$ cat src/rtl/imem_boot_ctrl.sv
// imem_boot_ctrl
// ---------------------------------------------------------------------------
// Boot and ownership controller for the pipeline's instruction memory.
// After reset the controller owns the memory write port: it takes a program
// as a valid/ready word stream, zero-fills whatever the program did not
// cover, then hands the memory address port to the fetch stage and releases
// the CPU reset. A reload request in RUN returns ownership to the loader.
//
// Ports
//   clk         sole clock, rising edge
//   reset       asynchronous active-high reset
//   ld_valid    loader word valid
//   ld_data     loader instruction word
//   ld_last     final program word (qualified by the handshake)
//   ld_ready    controller accepts a word this cycle
//   reload      single-cycle request for a new load (honoured in RUN only)
//   fetch_addr  word address from the fetch stage
//   mem_we      instruction-memory write enable
//   mem_addr    instruction-memory address
//   mem_wdata   instruction-memory write data
//   cpu_reset   pipeline reset, high whenever not in RUN
//   load_count  words accepted in the last/current load
//   trunc       sticky: memory filled to DEPTH without ld_last
// ---------------------------------------------------------------------------
module imem_boot_ctrl #(
    parameter int DEPTH  = 256,
    parameter int ADDR_W = 8,
    parameter int DATA_W = 32
) (
    input  logic              clk,
    input  logic              reset,
    input  logic              ld_valid,
    input  logic [DATA_W-1:0] ld_data,
    input  logic              ld_last,
    output logic              ld_ready,
    input  logic              reload,
    input  logic [ADDR_W-1:0] fetch_addr,
    output logic              mem_we,
    output logic [ADDR_W-1:0] mem_addr,
    output logic [DATA_W-1:0] mem_wdata,
    output logic              cpu_reset,
    output logic [ADDR_W:0]   load_count,
    output logic              trunc
);

    typedef enum logic [1:0] {
        S_LOAD  = 2'd0,
        S_CLEAR = 2'd1,
        S_RUN   = 2'd2
    } state_e;

    localparam logic [ADDR_W-1:0] LAST_ADDR = ADDR_W'(DEPTH - 1);

    state_e            state_q, state_d;
    logic [ADDR_W-1:0] wr_ptr_q, wr_ptr_d;
    logic [ADDR_W:0]   cnt_q, cnt_d;
    logic              trunc_q, trunc_d;
    logic              at_end;

    // The pointer never steps past the last word: both exits out of the
    // write phases fire at LAST_ADDR, so the pointer simply holds there.
    assign at_end = (wr_ptr_q == LAST_ADDR);

    always_ff @(posedge clk or posedge reset) begin
        if (reset) begin
            state_q  <= S_LOAD;
            wr_ptr_q <= '0;
            cnt_q    <= '0;
            trunc_q  <= 1'b0;
        end else begin
            state_q  <= state_d;
            wr_ptr_q <= wr_ptr_d;
            cnt_q    <= cnt_d;
            trunc_q  <= trunc_d;
        end
    end

    always_comb begin
        state_d   = state_q;
        wr_ptr_d  = wr_ptr_q;
        cnt_d     = cnt_q;
        trunc_d   = trunc_q;
        ld_ready  = 1'b0;
        mem_we    = 1'b0;
        mem_addr  = wr_ptr_q;
        mem_wdata = '0;

        unique case (state_q)
            S_LOAD: begin
                // ld_ready is constant here, so a handshake is just ld_valid;
                // the write lands on the same edge as the handshake.
                ld_ready  = 1'b1;
                mem_we    = ld_valid;
                mem_wdata = ld_data;
                if (ld_valid) begin
                    cnt_d = cnt_q + (ADDR_W+1)'(1);
                    if (at_end) begin
                        // Memory full: go straight to RUN, no fill needed.
                        state_d = S_RUN;
                        trunc_d = ~ld_last;
                    end else begin
                        wr_ptr_d = wr_ptr_q + ADDR_W'(1);
                        if (ld_last) begin
                            state_d = S_CLEAR;
                        end
                    end
                end
            end

            S_CLEAR: begin
                mem_we = 1'b1;
                if (at_end) begin
                    state_d = S_RUN;
                end else begin
                    wr_ptr_d = wr_ptr_q + ADDR_W'(1);
                end
            end

            S_RUN: begin
                mem_addr = fetch_addr;
                if (reload) begin
                    state_d  = S_LOAD;
                    wr_ptr_d = '0;
                    cnt_d    = '0;
                    trunc_d  = 1'b0;
                end
            end

            default: begin
                state_d = S_LOAD;
            end
        endcase
    end

    // Decoded from the state register only, so it cannot glitch on inputs.
    assign cpu_reset  = (state_q != S_RUN);
    assign load_count = cnt_q;
    assign trunc      = trunc_q;

endmodule

$ cat config.mk
export PLATFORM = sky130hd
export DESIGN_NAME = imem_boot_ctrl
export DESIGN_NICKNAME = d
export VERILOG_FILES = /design/src/rtl/imem_boot_ctrl.sv
export SDC_FILE = /design/constraint.sdc
export NUM_CORES = 1
export LEC_CHECK = 0
export CAP_MARGIN = 25
export CORE_ASPECT_RATIO = 1.4
export CORE_MARGIN = 10
export CORE_UTILIZATION = 34
export CTS_CLUSTER_DIAMETER = 200
export DETAILED_ROUTE_END_ITERATION = 10
export GPL_TIMING_DRIVEN = 0
export PLACE_DENSITY_LB_ADDON = 0.25
export SLEW_MARGIN = 10
export SYNTH_ARGS = -nofsm -noshare
export SYNTH_HDL_FRONTEND = slang
export SYNTH_SLANG_ARGS = --single-unit
$ cat constraint.sdc
create_clock -name clk -period 2 [get_ports clk]
set_clock_uncertainty 0.2 [all_clocks]
set_input_delay 0.4 -clock clk [delete_from_list [all_inputs] [get_ports clk]]
set_output_delay 0.4 -clock clk [all_outputs]
set_load 0.1 [all_outputs]
======== Yosys cells after proc, flatten, opt, wreduce, memory -nomap -nowiden ========
Index checks and enable logic that the tools add are counted.
operators by class
  add/sub/neg operators ................... 2
  equal/unequal tests ..................... 9
  mux-type cells .......................... 21
  bitwise logic cells ..................... 1
  reductions and logical operators ........ 7
operator list
  operator                                                               count
  32-bit two-way mux                                                     1
  8-bit two-way mux                                                      4
  8-bit case mux with 3 select lines                                     1
  9-bit two-way mux                                                      2
  9-bit case mux with 2 select lines                                     1
  2-bit two-way mux                                                      5
  2-bit inequality test, second input constant                           5
  9-bit by 1-bit adder with 9-bit output, second input constant          1
  8-bit by 1-bit adder with 8-bit output, second input constant          1
  8-bit equality test, second input constant                             1
  4-bit AND reduction                                                    2
  2-bit case mux with 3 select lines                                     1
  3-bit AND reduction                                                    2
  1-bit two-way mux                                                      4
  1-bit case mux with 2 select lines                                     2
  3-bit inequality test, second input constant                           1
  3-bit nonzero test                                                     1
  2-bit by 1-bit equality test with 1-bit output, second input constant  1
  2-bit equality test, second input constant                             1
  2-bit logical NOT                                                      1
  2-bit nonzero test                                                     1
  1-bit inverter                                                         1
word-level totals
  register bits ........................... 20
  output and inout bits ................... 53

======== Logic depth before layout (Yosys ltp) ========
Gate-level depths: netlist of run 1.
  depth after elaboration ................. 4
  gate-level depth with buffers ........... 6

======== Least setup slack after synthesis of run 1 ========
Ideal clock, no wire load.
  path kind ............................... register to output
  from .................................... register state_q[0]
  to ...................................... output port mem_wdata[22]
  data arrival time ....................... 2,702 ps
  path slack .............................. -1,302 ps
  stages on the path, launching flop included .. 5
  buffers on the path ..................... 2
  path through ............................ dfrtp_1 buf_2 nor2_1 clkbuf_1 and2_1
on the way
  cells in the longest elaborated chain, start to end .. 2
RTL lines
  what                    RTL line  source
  from (decl)             54        state_e state_q, state_d;
  from (signal assigned)  71        state_q <= state_d;
  2-bit logical NOT       88        unique case (state_q)
  32-bit two-way mux      88
  to (decl)               40        output logic [DATA_W-1:0] mem_wdata,
No other way between the ends.

======== Worst setup path after layout of run 1 ========
  from .................................... register state_q[0]
  to ...................................... output port mem_addr[0]
on the way
  cells in the longest elaborated chain, start to end .. 2
RTL lines
  what                 RTL line  source
  2-bit equality test  88
  8-bit two-way mux    88
  to (decl)            39        output logic [ADDR_W-1:0] mem_addr,
No other way between the ends.

==> results of run 1 <==
-- power by group through the flow --
stage	combinational (mW)	clock, mW	sequential, mW
6_report	2.23	0.415	0.675
3_3_place_gp	1.86	0	0.664
4_1_cts	2.14	0.427	0.661
5_1_grt	2.31	0.436	0.698
2_1_floorplan	1.26	0	0.830
3_5_place_dp	1.88	0	0.667
-- worst max-delay path, stage by stage (launching register included) --
cell and delay (ns):
dfrtp_2 0.46, nand2b_4 0.21, buf_4 0.16, mux2_4 0.31
buf_12 0.17
-- cell usage after synthesis (all sizes together) --
master,n,area (um2)
buf,4,22.5
nand4b,1,8.76
nor2,9,36.3
xnor2,4,35.0
and3,4,25.0
mux2,8,90.1
clkbuf,3,11.3
a31oi,6,37.5
a21o,1,7.51
nand2,7,26.3
o21ai,8,40.0
nor3,2,10.0
xor2,2,17.5
a21oi,10,50.1
nor4b,2,30.0
and4,1,8.76
o21bai,1,7.51
or2,1,6.26
mux2i,2,20.0
nor2b,1,6.26
or3,1,6.26
nor4,1,12.5
inv,4,15.0
nand2b,4,25.0
o31ai,1,7.51
ha,2,25.0
a32o,1,10.0
dfrtp,20,500
o22ai,1,6.26
nand4,1,6.26
nand3,6,30.0
and2,32,200
-- how the worst max path moves through the flow --
stage / from / endpoint / cells after the start / slack [ns]
after global routing: state_q[0] / mem_addr[0] / 4 / -0.22
after global placement: ld_valid / mem_we / 4 / -1.13
after detailed placement: ld_valid / mem_we / 4 / -1.13
after CTS: state_q[0] / mem_addr[5] / 6 / -0.25
final: state_q[0] / mem_addr[0] / 4 / -0.18
after floorplan: state_q[0] / mem_addr[4] / 5 / 0.0005
-- cell families after synthesis --
kind of cell,share of synthesized area (%)
multiplexers,8.21
AND/OR/NAND/NOR,32.7
XOR/XNOR,3.92
buffers and inverters,3.64
AO/OA/AOI/OAI,12.4
flip-flops,37.3
adder cells (fa/ha/maj),1.87
-- what timing repair did --
action                     in CTS  in global routing
gates cloned                    3                  1
hold buffers                    0                  0
buffers inserted               12                  7
gates resized for setup       413                 13
setup endpoints to repair      53                 46
pin swaps                      16                  9
-- per-layer routing --
metal | global-route usage, % | routed length [um]
met5 | 0 | 0
met4 | 1.43 | 69
met3 | 5.93 | 456
met2 | 34.5 | 3810
met1 | 17.8 | 2220
-- layout make-up --
cell class / instances / area [um2] / share of cell area (%)
clock inverter: 1 / 30.0 / 0.937
tap: 42 / 52.6 / 1.64
timing repair buffer: 119 / 1550 / 48.3
multi-input combinational: 121 / 928 / 29.0
sequential: 20 / 508 / 15.9
inverter: 4 / 17.5 / 0.547
buffer: 5 / 77.6 / 2.42
clock buffer: 3 / 41.3 / 1.29
-- flip-flops by register name, indices dropped and copies added, names as in the netlist --
register,count
load_count,9
trunc,1
state_q,2
wr_ptr_q,8
-- metrics by stage --
step	instances	power (mW)	cell area, um2	setup WS, ns	setup TNS (ns)
6_report	315	3.32	3200	-0.184	-3.80
5_1_grt	315	3.45	3200	-0.217	-5.49
4_1_cts	309	3.23	3120	-0.248	-4.70
3_5_place_dp	290	2.54	2510	-1.13	-43.00
3_3_place_gp	290	2.53	2510	-1.13	-42.82
2_1_floorplan	151	2.09	1480	0.000529	0
==> impl_metrics.csv, run 1 <==
group,metric,value,unit
yosys,yosysWarnings,0,
pwr,netSwitchingFraction,52.1,%
yosys,synth-seq-cells,20,
finish,drive_gt1_share,51.3,%
finish,fillCellCount,175,
setup_path,required,1.40,ns
cts,h-tree-depth,1,
global_route,grt_max_degree,21,
hold_path,hold_class,"reg2reg",
timing,hold_ws,0.304,ns
setup_path,worstSetupEndpointType,"output pin",
finish,fin_util,85.7,%
routing,wirelength,6.56,mm
floorplan,placementRows,26,
run,cap_violations,0,
setup_path,reg2reg_from,"wr_ptr_q[0]",
timing,slew_headroom,46.7,%
yosys,ys_seq_area_share,37.3,%
cts,clock_path_buffers,2,
pwr,comb_power_share,67.2,%
routing,vias,1645,
floorplan,io_pins,98,
pwr,net-switching-power,1.73,mW
timing,period_share,109,%
cts,clkSlewWorstSetupHoldPaths,0.08,ns
finish,final_cell_mix,"clkdlybuf4s50_1 (43), buf_12 (39), and2_4 (29), buf_4 (18), dfrtp_1 (14)",
yosys,syn_nets,198,
setup_path,critPathKind,"reg2out",
timing,period_needed,2.18,ns
finish,syn_to_final_growth,139,%
yosys,syn_area,1340,um2
routing,drtAntennaViolNets,0,
timing,hold_viol,0,
cts,cts_buffers,3,
finish,final_common_cell,"clkdlybuf4s50_1",
setup_path,critPathLaunchType,"register",
timing,setup_viol,39,
routing,wl_per_cell,20.8,um
pwr,ir_drop,1.38,mV
global_route,grt.total_usage,17.7,%
timing,drv_slew,0,
pwr,p_seq_share,20.3,%
setup_path,path_max_fanout,7,
timing,tightestPinTransition,0.799,ns
floorplan,die-area,6890,um2
global_route,grt_pass1_wl,9.72,mm
floorplan,die_y,94.3,um
hold_path,whs_path_depth,1,
outcome,status,"finished, violations left",
floorplan,start_util,35.9,%
timing,rsz0062_at_grt,"yes",
routing,dr.pass1.iters,4,
pwr,power.density,1040,nW/um2
cts,cts-root-buf,"clkbuf_8",
outcome,violations,"negative setup slack",
cts,clkLatencyLatePin,0.27,ns
placement,hpwl,3.98,mm
pwr,p_clk_share,12.5,%
yosys,synth_area_per_cell,8.88,um2
placement,routabilityCongestion,0.798,
floorplan,die_w,73.1,um
placement,numPortBuffers,97,
setup_path,r2r_cells,6,
yosys,netlist_instances,151,
pwr,p_int,1.59,mW
setup_path,r2r_setup_slack,0.10,ns
hold_path,min_to,"wr_ptr_q[7]",
finish,fin_nets,321,
routing,viasPerCell,5.22,
yosys,yosysUniqueCellTypes,35,
timing,max_freq,458,MHz
cts,cts_num_sinks,20,
setup_path,arrival,1.58,ns
global_route,first_global_vias,1754,
pwr,power.static_leakage,1.40,nW
floorplan,coreArea,3740,um2
finish,antenna_cells,0,
cts,cts_tree,"built",
timing,timing.final.ws_setup,-0.184,ns
global_route,antenna_found_initial,0,
global_route,grt-ovfl-total,0,
hold_path,hold_start,"wr_ptr_q[7]",
setup_path,r2r_end,"wr_ptr_q[4]",
routing,drt-initial-drc-count,121,
routing,drc,0,
(Power assumes the default switching activity.)
==> inputs of run 2 (changes only) <==
GPL_TIMING_DRIVEN = not set   (was 0)
==> run 2 against run 1 <==
Effect of this change: the flow still finishes with violations (negative setup slack); sequential share of layout area is 1.1 points lower; fmax is 1.6% lower; worst setup slack worse by 0.037 ns; via count is 6.3% higher; critical path type unchanged.
==> impl_metrics.csv, run 2 (same netlist as run 1, synthesis figures left out) <==
group,metric,value,unit
floorplan,placementRows,26,
floorplan,die-area,6890,um2
floorplan,coreArea,3740,um2
setup_path,path_buf_inv,4,
setup_path,required,1.40,ns
routing,drc,0,
setup_path,worstSetupEndpointType,"output pin",
pwr,p_clk_share,11.5,%
routing,dr.pass1.iters,4,
finish,antenna_cells,0,
finish,drive_gt1_share,51.1,%
cts,h-tree-depth,1,
setup_path,r2r_end,"wr_ptr_q[3]",
floorplan,io_pins,98,
routing,drtAntennaViolNets,0,
setup_path,critPathKind,"reg2out",
global_route,first_global_vias,1758,
timing,setup_viol,44,
floorplan,start_util,35.9,%
cts,cts_buffers,3,
timing,slew_headroom,65.1,%
cts,holdBufCountCts,0,
placement,dpl_cell_area,3050,um2
routing,vias,1749,
setup_path,crit_start,"state_q[1]",
floorplan,die_w,73.1,um
setup_path,reg2reg_from,"wr_ptr_q[0]",
cts,clkLatencyLatePin,0.26,ns
finish,fin_area,3440,um2
placement,numPortBuffers,97,
outcome,violations,"negative setup slack",
pwr,p_int,1.75,mW
timing,tightestPinTransition,0.513,ns
finish,fin_util,92.0,%
pwr,comb_power_share,68.4,%
cts,cts-root-buf,"clkbuf_8",
timing,period_needed,2.22,ns
finish,fillCellCount,135,
placement,hpwl,4.49,mm
pwr,p_seq_share,20.1,%
global_route,grt.total_usage,19.5,%
finish,fin_nets,322,
routing,drt-initial-drc-count,102,
setup_path,r2r_setup_slack,-0.03,ns
routing,wirelength,7.68,mm
setup_path,crit_path_frequent_cell,"buf_12",
global_route,grt_pass1_wl,10.5,mm
global_route,grt_max_degree,21,
timing,drv_slew,0,
finish,syn_to_final_growth,157,%
finish,final_common_cell,"buf_12",
pwr,net-switching-power,1.80,mW
cts,clkSlewWorstSetupHoldPaths,0.08,ns
run,cap_violations,0,
global_route,antenna_found_initial,0,
pwr,power.density,1030,nW/um2
placement,routabilityCongestion,0.800,
pwr,power,3.55,mW
setup_path,path_cells,"buf_6 > nor2_4 > buf_12 > clkbuf_16 > and2_4 > buf_12",
setup_path,critPathLaunchType,"register",
setup_path,path_max_fanout,7,
pwr,power.static_leakage,1.52,nW
cts,clock_path_buffers,2,
floorplan,die_y,94.3,um
setup_path,cp_slowest_stage_delay,0.42,ns
finish,largest_reg_flops,9,
routing,wl_per_cell,24.3,um
cts,cts_tree,"built",
timing,rsz0062_at_grt,"yes",
timing,timing.final.ws_setup,-0.220,ns
global_route,grt-ovfl-total,0,
finish,final_cell_mix,"buf_12 (56), clkdlybuf4s50_1 (44), and2_4 (32), dfrtp_1 (15), buf_4 (15)",
cts,cts_num_sinks,20,
setup_path,cpMaxStageDelayCell,"dfrtp_1",
setup_path,critPathTopFamily,"buffers and inverters",
timing,max_freq,450,MHz
routing,viasPerCell,5.53,
timing,hold_ws,0.257,ns
timing,hold_viol,0,
setup_path,critical_path_cell_count,6,
hold_path,hold_class,"in2async",
pwr,netSwitchingFraction,50.7,%
setup_path,r2r_cells,6,
outcome,status,"finished, violations left",
pwr,ir_drop,1.17,mV
setup_path,arrival,1.62,ns
timing,period_share,111,%
## run 2: cell count changes in the layout (fill, tap and decap cells not counted), sizes merged
cell / previous run / this run
nor2: 10 / 9
clkbuf: 7 / 6
buf: 66 / 79
clkdlybuf4s15: 10 / 0
dlygate4sd2: 1 / 0
clkdlybuf4s50: 43 / 44
## run 2: worst max-delay path by stage
stage               endpoint  slack (ns)
2_1_floorplan    mem_addr[4]      0.0005
3_3_place_gp   load_count[6]       -0.05
3_5_place_dp   load_count[6]       -0.07
4_1_cts        mem_wdata[13]       -0.15
5_1_grt         mem_wdata[9]       -0.25
6_report        mem_wdata[9]       -0.22
## run 2: layout make-up
| cell class | count | area (um2) | share of cell area (%) |
|---|---|---|---|
| inverters | 4 | 15.0 | 0.436 |
| clock buffers | 3 | 41.3 | 1.20 |
| repair buffers | 126 | 1860 | 54.1 |
| multi-input cells | 120 | 933 | 27.1 |
| well taps | 42 | 52.6 | 1.53 |
| flip-flops and latches | 20 | 507 | 14.7 |
| clock inverters | 1 | 30.0 | 0.872 |
## run 2: timing repair
action,in CTS,in global routing
endpoints found under the setup margin,42,45
resized for setup,14,11
buffers inserted,10,6
pin swaps,3,9
cloned,2,3
## run 2: layer usage
layer  track usage, %  up-vias  routed length, um
li1                 -      773                  -
met1             19.8      848               2470
met2             37.7       99               4360
met3             4.87       29                526
met4             4.44        0                329
met5                0        -                  0
## run 2: worst min-delay path, stage by stage
cell	delay [ns]
clkdlybuf4s50_1	0.39
inv_1	0.05
buf_4	0.26
## run 2: power by group through the flow
stage	clock [mW]	combinational (mW)	sequential (mW)
floorplan	0	1.26	0.830
global placement	0	2.23	0.681
detailed placement	0	2.26	0.693
CTS	0.407	2.35	0.688
global route	0.430	2.51	0.726
finish	0.408	2.42	0.714
## run 2: per-stage QoR
step,instances,TNS (ns),setup WS [ns]
finish,316,-7.70,-0.220
global route,316,-9.31,-0.254
CTS,308,-5.72,-0.151
detailed placement,292,-0.293,-0.0665
global placement,292,-0.0980,-0.0464
floorplan,151,0,0.000529
